<file path="config.mk">
export PLATFORM = sky130hd
export DESIGN_NAME = exec_datapath
export DESIGN_NICKNAME = d
export VERILOG_FILES = /design/src/rtl/exec_datapath.sv
export SDC_FILE = /design/constraint.sdc
export NUM_CORES = 1
export LEC_CHECK = 0
export BUFFER_PORTS_ARGS = -buffer_cell sky130_fd_sc_hd__buf_4
export CORE_UTILIZATION = 45
export DETAILED_ROUTE_END_ITERATION = 6
export GPL_TIMING_DRIVEN = 0
export PLACE_DENSITY = 0.61
export SETUP_SLACK_MARGIN = 0.5
export SYNTH_ARGS = -nofsm -noshare
export SYNTH_HDL_FRONTEND = slang
export SYNTH_SLANG_ARGS = --single-unit
</file>
<file path="constraint.sdc">
create_clock -name clk -period 5.35 [get_ports clk]
set_clock_uncertainty 0.15 [all_clocks]
set_input_delay 0 -clock clk [delete_from_list [all_inputs] [get_ports clk]]
set_output_delay 0 -clock clk [all_outputs]
set_load 0.01 [all_outputs]
</file>
<file path="src/rtl/exec_datapath.sv">
// exec_datapath: fetch/decode/execute core for the 16-bit accumulator ISA.
// One FSM sequences every instruction. Memory is reached through a req/ack
// port whose request fields are captured once and held until acknowledged.
module exec_datapath #(
    parameter int          DWIDTH   = 16,
    parameter int          AWIDTH   = 12,
    parameter int unsigned RESET_PC = 0
) (
    input  logic              clk,
    input  logic              i_rst_n,
    input  logic              i_run,
    output logic              o_mem_req,
    output logic              o_mem_we,
    output logic [AWIDTH-1:0] o_mem_addr,
    output logic [DWIDTH-1:0] o_mem_wdata,
    input  logic              i_mem_ack,
    input  logic [DWIDTH-1:0] i_mem_rdata,
    output logic [AWIDTH-1:0] o_pc,
    output logic [DWIDTH-1:0] o_ac,
    output logic              o_e,
    output logic              o_halt,
    output logic              o_instr_done
);

    localparam logic [AWIDTH-1:0] PC_INIT = AWIDTH'(RESET_PC);
    localparam logic [AWIDTH-1:0] A_ZERO  = {AWIDTH{1'b0}};
    localparam logic [AWIDTH-1:0] A_ONE   = {{(AWIDTH-1){1'b0}}, 1'b1};
    localparam logic [DWIDTH-1:0] D_ZERO  = {DWIDTH{1'b0}};
    localparam logic [DWIDTH-1:0] D_ONE   = {{(DWIDTH-1){1'b0}}, 1'b1};

    localparam logic [2:0] OP_AND = 3'd0;
    localparam logic [2:0] OP_ADD = 3'd1;
    localparam logic [2:0] OP_LDA = 3'd2;
    localparam logic [2:0] OP_STA = 3'd3;
    localparam logic [2:0] OP_BUN = 3'd4;
    localparam logic [2:0] OP_BSA = 3'd5;
    localparam logic [2:0] OP_ISZ = 3'd6;
    localparam logic [2:0] OP_REG = 3'd7;

    typedef enum logic [3:0] {
        ST_HALT     = 4'd0,
        ST_FETCH    = 4'd1,
        ST_DECODE   = 4'd2,
        ST_INDIR    = 4'd3,
        ST_EXEC     = 4'd4,
        ST_EXEC_REG = 4'd5,
        ST_MEM_RD   = 4'd6,
        ST_MEM_WR   = 4'd7,
        ST_RETIRE   = 4'd8
    } state_t;

    state_t              state_r;
    state_t              next_state_s;
    logic [AWIDTH-1:0]   pc_r;
    logic [AWIDTH-1:0]   ar_r;
    logic [DWIDTH-1:0]   ac_r;
    logic [DWIDTH-1:0]   dr_r;
    logic [DWIDTH-1:0]   ir_r;
    logic                e_r;
    logic                halt_pend_r;
    logic                run_armed_r;
    logic                mem_req_r;
    logic                mem_we_r;
    logic [AWIDTH-1:0]   mem_addr_r;
    logic [DWIDTH-1:0]   mem_wdata_r;
    logic                halt_r;
    logic                done_r;

    logic [2:0]          op_s;
    logic                ind_s;
    logic                xfer_s;
    logic                mem_state_s;
    logic [DWIDTH-1:0]   wdata_sel_s;
    logic [DWIDTH:0]     add_sum_s;

    logic [DWIDTH-1:0]   rr_ac1_s, rr_ac2_s, rr_ac3_s, rr_ac4_s, rr_ac5_s;
    logic                rr_e1_s, rr_e2_s, rr_e3_s, rr_e4_s;
    logic                rr_skip_s;

    assign o_mem_req    = mem_req_r;
    assign o_mem_we     = mem_we_r;
    assign o_mem_addr   = mem_addr_r;
    assign o_mem_wdata  = mem_wdata_r;
    assign o_pc         = pc_r;
    assign o_ac         = ac_r;
    assign o_e          = e_r;
    assign o_halt       = halt_r;
    assign o_instr_done = done_r;

    // Decode fields, transfer strobe, write-data source and adder.
    always_comb begin
        op_s        = ir_r[DWIDTH-2:DWIDTH-4];
        ind_s       = ir_r[DWIDTH-1];
        xfer_s      = mem_req_r & i_mem_ack;
        mem_state_s = (state_r == ST_FETCH) || (state_r == ST_INDIR) ||
                      (state_r == ST_MEM_RD) || (state_r == ST_MEM_WR);
        add_sum_s   = {1'b0, ac_r} + {1'b0, i_mem_rdata};
        if (op_s == OP_STA) begin
            wdata_sel_s = ac_r;
        end else if (op_s == OP_BSA) begin
            wdata_sel_s = {{(DWIDTH-AWIDTH){1'b0}}, pc_r};
        end else begin
            wdata_sel_s = dr_r;
        end
    end

    // Register-reference micro-ops chained in bit order; skip tests see the result.
    always_comb begin
        rr_ac1_s  = ir_r[11] ? D_ZERO : ac_r;
        rr_e1_s   = ir_r[10] ? 1'b0 : e_r;
        rr_ac2_s  = ir_r[9]  ? ~rr_ac1_s : rr_ac1_s;
        rr_e2_s   = ir_r[8]  ? ~rr_e1_s : rr_e1_s;
        rr_ac3_s  = ir_r[7]  ? {rr_e2_s, rr_ac2_s[DWIDTH-1:1]} : rr_ac2_s;
        rr_e3_s   = ir_r[7]  ? rr_ac2_s[0] : rr_e2_s;
        rr_ac4_s  = ir_r[6]  ? {rr_ac3_s[DWIDTH-2:0], rr_e3_s} : rr_ac3_s;
        rr_e4_s   = ir_r[6]  ? rr_ac3_s[DWIDTH-1] : rr_e3_s;
        rr_ac5_s  = ir_r[5]  ? (rr_ac4_s + D_ONE) : rr_ac4_s;
        rr_skip_s = (ir_r[4] & ~rr_ac5_s[DWIDTH-1]) |
                    (ir_r[3] &  rr_ac5_s[DWIDTH-1]) |
                    (ir_r[2] & (rr_ac5_s == D_ZERO)) |
                    (ir_r[1] & ~rr_e4_s);
    end

    // Next-state logic of the instruction sequencer.
    always_comb begin
        next_state_s = state_r;
        case (state_r)
            ST_HALT: begin
                if (i_run && run_armed_r) next_state_s = ST_FETCH;
                else                      next_state_s = ST_HALT;
            end
            ST_FETCH: begin
                if (xfer_s) next_state_s = ST_DECODE;
                else        next_state_s = ST_FETCH;
            end
            ST_DECODE: begin
                if (op_s == OP_REG) next_state_s = ST_EXEC_REG;
                else if (ind_s)     next_state_s = ST_INDIR;
                else                next_state_s = ST_EXEC;
            end
            ST_INDIR: begin
                if (xfer_s) next_state_s = ST_EXEC;
                else        next_state_s = ST_INDIR;
            end
            ST_EXEC: begin
                case (op_s)
                    OP_AND, OP_ADD, OP_LDA, OP_ISZ: next_state_s = ST_MEM_RD;
                    OP_STA, OP_BSA:                 next_state_s = ST_MEM_WR;
                    default:                        next_state_s = ST_RETIRE;
                endcase
            end
            ST_EXEC_REG: next_state_s = ST_RETIRE;
            ST_MEM_RD: begin
                if (xfer_s && (op_s == OP_ISZ)) next_state_s = ST_MEM_WR;
                else if (xfer_s)                next_state_s = ST_RETIRE;
                else                            next_state_s = ST_MEM_RD;
            end
            ST_MEM_WR: begin
                if (xfer_s) next_state_s = ST_RETIRE;
                else        next_state_s = ST_MEM_WR;
            end
            ST_RETIRE: begin
                if (halt_pend_r) next_state_s = ST_HALT;
                else             next_state_s = ST_FETCH;
            end
            default: next_state_s = ST_HALT;
        endcase
    end

    // State register.
    always_ff @(posedge clk or negedge i_rst_n) begin
        if (!i_rst_n) state_r <= ST_HALT;
        else          state_r <= next_state_s;
    end

    // Memory port: capture request fields one cycle into a memory state, drop on ack.
    always_ff @(posedge clk or negedge i_rst_n) begin
        if (!i_rst_n) begin
            mem_req_r   <= 1'b0;
            mem_we_r    <= 1'b0;
            mem_addr_r  <= A_ZERO;
            mem_wdata_r <= D_ZERO;
        end else if (mem_req_r) begin
            if (i_mem_ack) mem_req_r <= 1'b0;
        end else if (mem_state_s) begin
            mem_req_r   <= 1'b1;
            mem_we_r    <= (state_r == ST_MEM_WR);
            mem_addr_r  <= (state_r == ST_FETCH) ? pc_r : ar_r;
            mem_wdata_r <= wdata_sel_s;
        end
    end

    // Architectural registers updated by each execution step.
    always_ff @(posedge clk or negedge i_rst_n) begin
        if (!i_rst_n) begin
            pc_r        <= PC_INIT;
            ar_r        <= A_ZERO;
            ac_r        <= D_ZERO;
            dr_r        <= D_ZERO;
            ir_r        <= D_ZERO;
            e_r         <= 1'b0;
            halt_pend_r <= 1'b0;
            run_armed_r <= 1'b1;
        end else begin
            case (state_r)
                ST_HALT: begin
                    // A halt taken with run still high needs run to drop first.
                    if (!i_run) run_armed_r <= 1'b1;
                end
                ST_FETCH: begin
                    if (xfer_s) begin
                        ir_r <= i_mem_rdata;
                        pc_r <= pc_r + A_ONE;
                    end
                end
                ST_DECODE: begin
                    ar_r        <= ir_r[AWIDTH-1:0];
                    halt_pend_r <= 1'b0;
                end
                ST_INDIR: begin
                    if (xfer_s) ar_r <= i_mem_rdata[AWIDTH-1:0];
                end
                ST_EXEC: begin
                    if (op_s == OP_BUN) pc_r <= ar_r;
                end
                ST_EXEC_REG: begin
                    // I/O words (I=1) retire as no-ops.
                    if (!ind_s) begin
                        ac_r        <= rr_ac5_s;
                        e_r         <= rr_e4_s;
                        halt_pend_r <= ir_r[0];
                        if (rr_skip_s) pc_r <= pc_r + A_ONE;
                    end
                end
                ST_MEM_RD: begin
                    if (xfer_s) begin
                        case (op_s)
                            OP_AND:  ac_r <= ac_r & i_mem_rdata;
                            OP_ADD:  {e_r, ac_r} <= add_sum_s;
                            OP_LDA:  ac_r <= i_mem_rdata;
                            OP_ISZ:  dr_r <= i_mem_rdata + D_ONE;
                            default: dr_r <= dr_r;
                        endcase
                    end
                end
                ST_MEM_WR: begin
                    if (xfer_s) begin
                        if (op_s == OP_BSA)                          pc_r <= ar_r + A_ONE;
                        else if ((op_s == OP_ISZ) && (dr_r == D_ZERO)) pc_r <= pc_r + A_ONE;
                    end
                end
                ST_RETIRE: begin
                    if (halt_pend_r) run_armed_r <= 1'b0;
                end
                default: halt_pend_r <= 1'b0;
            endcase
        end
    end

    // Status outputs: halt mirrors the state being entered, done follows retirement.
    always_ff @(posedge clk or negedge i_rst_n) begin
        if (!i_rst_n) begin
            halt_r <= 1'b1;
            done_r <= 1'b0;
        end else begin
            halt_r <= (next_state_s == ST_HALT);
            done_r <= (state_r == ST_RETIRE);
        end
    end

endmodule

</file>
==> results of run 1 <==
synth_stat cells, drive strengths merged, types with 15 or more instances:
cell,number
nor2,76
clkbuf,56
o21ai,141
nor3,27
xnor2,43
inv,23
dfrtp,109
xor2,20
buf,22
mux2,21
nand3,42
a211oi,16
mux2i,57
nand2,148
ha,20
and3,28
a21oi,66
a22oi,15
what timing repair did:
| item | CTS | global route |
|---|---|---|
| gates resized for setup | 5 | 10 |
| hold buffers | 19 | 0 |
| hold endpoints to repair | 155 | 0 |
| setup endpoints to repair | 12 | 12 |
| cloned | 0 | 0 |
| buffers inserted | 1 | 9 |
| pin swaps | 1 | 5 |
layer usage:
metal  global-route usage (%)  vias up  wire, um
li1                         -     4244         -
met1                     49.3     4365     15200
met2                     46.8      371     13600
met3                     2.59       34      2150
met4                     8.15        0       531
met5                        0        -         0
logic make-up after synthesis:
| kind of cell | synth area share, % |
|---|---|
| fa+ha+maj | 3.06 |
| simple gates | 20.2 |
| xor+xnor | 6.25 |
| flops | 31.5 |
| buf+inv | 4.96 |
| mux | 9.48 |
| compound gates | 24.6 |
state kept, by name, indices dropped and copies added, names as in the netlist, 4 cells and up:
register,flops
ar_r,12
dr_r,16
ir_r,16
o_ac,16
o_mem_addr,12
o_mem_wdata,16
o_pc,12
state_r,4
critical path, stage by stage, from the launching register on:
cell      delay (ns)
dfrtp_2         0.54
mux2_4          0.33
a22o_1          0.27
a221oi_4        0.40
ha_2            0.24
nand2_2         0.09
a21o_1          0.23
nor4_4          0.48
o2111a_1        0.26
o22ai_1         0.10
or4_4           0.57
or2_0           0.24
buf_6           0.15
a21oi_4         0.17
buf_8           0.14
mux2_4          0.29
stage by stage:
stage	total power [W]	cells	hold WS [ns]	cell area, um2
after detailed placement	0.00590	1445	-0.252	9790
final	0.00694	1490	0.0397	10500
after global placement	0.00587	1444	0.0956	9760
after floorplan	0.00441	1104	-0.446	8830
after CTS	0.00672	1481	0.0321	10300
after global routing	0.00736	1490	0.0498	10500
final timing paths:
| check | startpoint | end | slack (ns) | cells past startpoint |
|---|---|---|---|---|
| worst min-delay path | i_rst_n | o_mem_addr[3]$_DFFE_PN0P_ | 0.04 | 3 |
| max in group asynchronous | i_rst_n | o_ac[0]$_DFFE_PN0P_ | 4.55 | 3 |
| worst min register to register | o_mem_wdata[12]$_DFFE_PN0P_ | o_mem_wdata[12]$_DFFE_PN0P_ | 0.33 | 2 |
| worst max register to register | o_ac[0]$_DFFE_PN0P_ | o_pc[11]$_DFFE_PN0P_ | 0.59 | 15 |
| min in group clk | i_mem_rdata[5] | ir_r[5]$_DFFE_PN0P_ | 0.22 | 3 |
| worst max-delay path | o_ac[0]$_DFFE_PN0P_ | o_pc[11]$_DFFE_PN0P_ | 0.59 | 15 |
power by group:
part / leakage (nW) / internal (W) / switching (W) / total [W]
Sequential: 1.43 / 0.00115 / 0.000512 / 0.00167
Combinational: 2.81 / 0.00177 / 0.00272 / 0.00449
Clock: 0.161 / 0.000422 / 0.000364 / 0.000785
cell type report:
class | instances | share of cell area (%)
multi-input combinational | 889 | 53.8
clock buffer | 9 | 2.16
buffer | 78 | 3.46
tap | 260 | 3.11
inverter | 26 | 0.934
clock inverter | 7 | 1.08
timing repair buffer | 110 | 8.80
sequential | 111 | 26.6
==> key figures, run 1 <==
Synthesis
  • Synth Instances: 1104
  • Post-synth cell types: 76
  • Register area share after synthesis: 31.5%
  • FFs w/ async S/R, synth: 100%
  • Syn avg cell area: 8.00 um2
  • Leading area contributor after synthesis: dfrtp_1
  • Ys Warns: 0
  • Flops & latches, synth: 111
  • Syn_nets: 1145
  • Post-synth EDFFs: 0
  • Synth top area share: 30.9%
  • Synth top area cells: dfrtp_1 (31%), o21ai_0 (7.9%), mux2i_1 (6.5%), nand2_1 (6.3%), xnor2_1 (4.3%)
  • Ys flop type: dfrtp_1
  • Mapped Area: 8830 um2

Power and ir drop
  • Leak: 4.39 nW
  • Power per cell area: 664 nW/um2
  • Worst VDD drop: 254 uV

Die
  • Die ar.: 20200 um2
  • Die Ht: 142 um
  • # IOs: 81
  • Core Rows: 50
  • CORE AREA: 19000 um2
  • Initial Utilization: 46.6%
  • Die Wd: 142 um

Layout
  • Area Growth Syn to Fin: 18.3%
  • Most frequent cells in the layout: nand2_1 (147), o21ai_0 (139), dfrtp_1 (107)
  • Multi-input logic area: 5630 um2
  • Antenna cells: 0
  • Final nets: 1266
  • Fillers: 1845
  • Register Area: 2780 um2
  • Post-layout utilization of the core: 55.1%
  • Layout cell share with drive strength beyond 1: 13.8%
  • Most common cell after layout, fill and taps aside: nand2_1

GRT
  • First-pass GRT wire length: 48100 um
  • Total GRT Usage: 31.7%
  • Antenna violations before repair: 0
  • Largest net degree at the start of global routing: 84
  • Vias in the first global route: 7937
  • Total grt overflow: 0

Place
  • Pre-CTS setup slack: 0.229 ns
  • Post-DP HPWL: 23000 um
  • # port buffers: 80
  • Final GP Congestion: 0.934

Detailed routing
  • Vias per cell: 6.05
  • DRC errors left: 0
  • Final ANT Viol Nets: 0
  • Via count: 9014
  • TritonRoute pass-1 iters: 7
  • WL final: 31500 um
  • Drt wl/cell: 21.2 um
  • Iteration-0 DRC Markers: 844

STA
  • Final TNS setup: 0 ns
  • Slew Viols, Final: 0
  • Final period utilization: 88.9%
  • Endpoints failing setup: 0
  • Setup WS post-layout: 0.592 ns
  • Fmax achieved: 210 MHz
  • RSZ-0062 raised after global routing: no
  • Hold Violations, Final: 0
  • Least-Margin Pin Slew: 0.866 ns
  • Slew headroom: 41.9%
  • Min cycle time layout: 4.76 ns

Clocking
  • Clock tree sinks: 111
  • Root Buffer: clkbuf_16
  • Worst skew pair latency: 0.37 ns
  • Cts bufs inserted: 9
  • Clk pin slew, worst setup/hold paths: 0.09 ns
  • CTS tree: yes
  • H-tree Lvls: 3
  • Clock Tree Buf Depth: 2

Setup path
  • Worst setup SP type: flop
  • Crit end category: flop
  • CP required: 5.46 ns
  • WS Path Type: flop to flop
  • Critical Path Fanout Max: 8
  • CP arrival: 4.87 ns

Job
  • Max_cap viols: 0

Worst hold path
  • Min-delay worst type: primary input to asynchronous set/reset pin

Run status
  • Status: finished clean
Note: power is estimated with default switching activity, not from simulation.
==> inputs of run 2 (changes only) <==
Clock period 5.35 ns to 6.05 ns, I/O delays scaled along.
==> key figures, run 2 (synthesis gave the netlist of run 1 again) <==
Run status
  • Status: finished clean

Die
  • CORE AREA: 19000 um2
  • Core Rows: 50
  • Die Wd: 142 um
  • # IOs: 81
  • Die Ht: 142 um
  • Initial Utilization: 46.6%
  • Die ar.: 20200 um2

STA
  • Hold Violations, Final: 0
  • Slew headroom: 43.9%
  • Slew Viols, Final: 0
  • Least-Margin Pin Slew: 0.835 ns
  • RSZ-0062 raised after global routing: no
  • Fmax achieved: 193 MHz
  • Min cycle time layout: 5.19 ns
  • Final period utilization: 85.8%
  • Final TNS setup: 0 ns
  • Endpoints failing setup: 0

Layout
  • Fillers: 1857
  • Layout cell share with drive strength beyond 1: 12.5%
  • Finished Layout Cells: 1480
  • Antenna cells: 0
  • Multi-input logic area: 5620 um2
  • Most frequent cells in the layout: nand2_1 (148), o21ai_0 (139), dfrtp_1 (109)
  • Area Growth Syn to Fin: 16.9%
  • Register Area: 2780 um2
  • Final nets: 1256
  • Most common cell after layout, fill and taps aside: nand2_1

Setup path
  • Crit end category: flop
  • Critical Path Max Stage Delay: 0.53 ns
  • CP arrival: 5.30 ns
  • CP max stage cell: nor4_4
  • CP required: 6.16 ns
  • Critical Path Fanout Max: 10
  • Most used cell, CP: buf_6
  • CP Cell Sequence: buf_2 > buf_1 > mux2_2 > a22oi_1 > xnor2_1 > ha_1 > nand2_1 > a21o_1 > nor4_4 > xor2_1 > nand4_1 > or4_4 > or2_0 > buf_6 > a21oi_4 > buf_6 > mux2_4
  • Worst setup SP type: flop
  • WS Path Type: flop to flop

Power and ir drop
  • Int Power: 0.00288 W
  • Power per cell area: 583 nW/um2
  • Clk pwr share: 11.5%
  • Net Sw Power: 0.00315 W
  • Leak: 4.33 nW
  • Seq pwr share: 24.6%
  • Combinational share of power: 63.9%
  • Worst VDD drop: 225 uV
  • Sw frac: 52.3%

Place
  • Post-DP HPWL: 23000 um
  • Placed insts: 1445
  • Final GP Congestion: 0.934
  • # port buffers: 80

Clocking
  • H-tree Lvls: 3
  • Hold-fix buffers, CTS: 19
  • Clock Tree Buf Depth: 2
  • Root Buffer: clkbuf_16
  • CTS tree: yes
  • Clk pin slew, worst setup/hold paths: 0.08 ns
  • Worst skew pair latency: 0.37 ns
  • Postcts setup bufs: 0
  • Cts bufs inserted: 9
  • Clock tree sinks: 111
  • Post-cts resize count: 0

GRT
  • First-pass GRT wire length: 48100 um
  • Largest net degree at the start of global routing: 84
  • Vias in the first global route: 7932
  • Total GRT Usage: 31.7%
  • Total grt overflow: 0
  • Antenna violations before repair: 0

Worst hold path
  • Min-delay worst type: primary input to asynchronous set/reset pin

Detailed routing
  • Vias per cell: 6.11
  • Iteration-0 DRC Markers: 814
  • Final ANT Viol Nets: 0
  • TritonRoute pass-1 iters: 5
  • WL final: 31500 um
  • Drt wl/cell: 21.3 um
  • Via count: 9044
  • DRC errors left: 0

Job
  • Max_cap viols: 0
-- run 2: cell types whose count changed in the layout (fill, tap and decap cells not counted), sizes merged --
cell / delta
clkbuf: -3
buf: -7
-- run 2: critical path: cells and delay by family, from the launching register on --
family	cells	cell delay, ns
AND/OR/NAND/NOR	5	1.52
buffers and inverters	4	0.99
flip-flops	1	0.32
XOR/XNOR	2	0.54
multiplexers	2	0.71
AO/OA/AOI/OAI	3	0.65
adder cells (fa/ha/maj)	1	0.19
-- run 2: metal layers --
layer	routed length, um	global-route usage (%)
met1	15200	49.2
met2	13500	46.8
met3	2240	2.59
met4	571	8.15
met5	0	0
-- run 2: final cells by class --
cell class	count	share of cell area, %
well taps	260	3.15
repair buffers	100	8.06
flip-flops and latches	111	26.9
inverters	26	0.945
clock inverters	7	1.09
plain buffers	78	3.29
multi-input cells	889	54.4
clock buffers	9	2.18
-- run 2: power groups by stage --
| stage | clock [W] | combinational [W] | sequential (W) |
|---|---|---|---|
| after floorplan | 0 | 0.00255 | 0.00135 |
| after global routing | 0.000723 | 0.00418 | 0.00150 |
| after global placement | 0 | 0.00372 | 0.00147 |
| after detailed placement | 0 | 0.00374 | 0.00148 |
| final | 0.000693 | 0.00385 | 0.00148 |
| after CTS | 0.000700 | 0.00378 | 0.00146 |
-- run 2: path summary, 6_finish.rpt --
path                                                   from                           to  slack [ns]  cells past startpoint
worst max-delay path                    ir_r[6]$_DFFE_PN0P_         o_pc[11]$_DFFE_PN0P_        0.86                     17
worst min-delay path                                i_rst_n    o_mem_addr[3]$_DFFE_PN0P_        0.04                      3
worst max register to register          ir_r[6]$_DFFE_PN0P_         o_pc[11]$_DFFE_PN0P_        0.86                     17
worst min register to register  o_mem_wdata[12]$_DFFE_PN0P_  o_mem_wdata[12]$_DFFE_PN0P_        0.33                      2
max in group asynchronous                           i_rst_n         o_ac[10]$_DFFE_PN0P_        5.26                      3
min in group clk                             i_mem_rdata[5]          ir_r[5]$_DFFE_PN0P_        0.21                      3
-- run 2: metrics by stage --
step | total power (W) | instance area, um2 | util [%] | worst slack, ns | hold slack, ns
CTS | 0.00594 | 10300 | 54.5 | 0.919 | 0.0321
detailed placement | 0.00522 | 9790 | 51.7 | 0.929 | -0.252
floorplan | 0.00390 | 8830 | - | 1.67 | -0.446
finish | 0.00603 | 10300 | 54.5 | 0.856 | 0.0410
global route | 0.00641 | 10300 | 54.5 | 0.606 | 0.0498
global placement | 0.00519 | 9760 | 51.5 | 0.929 | 0.0956
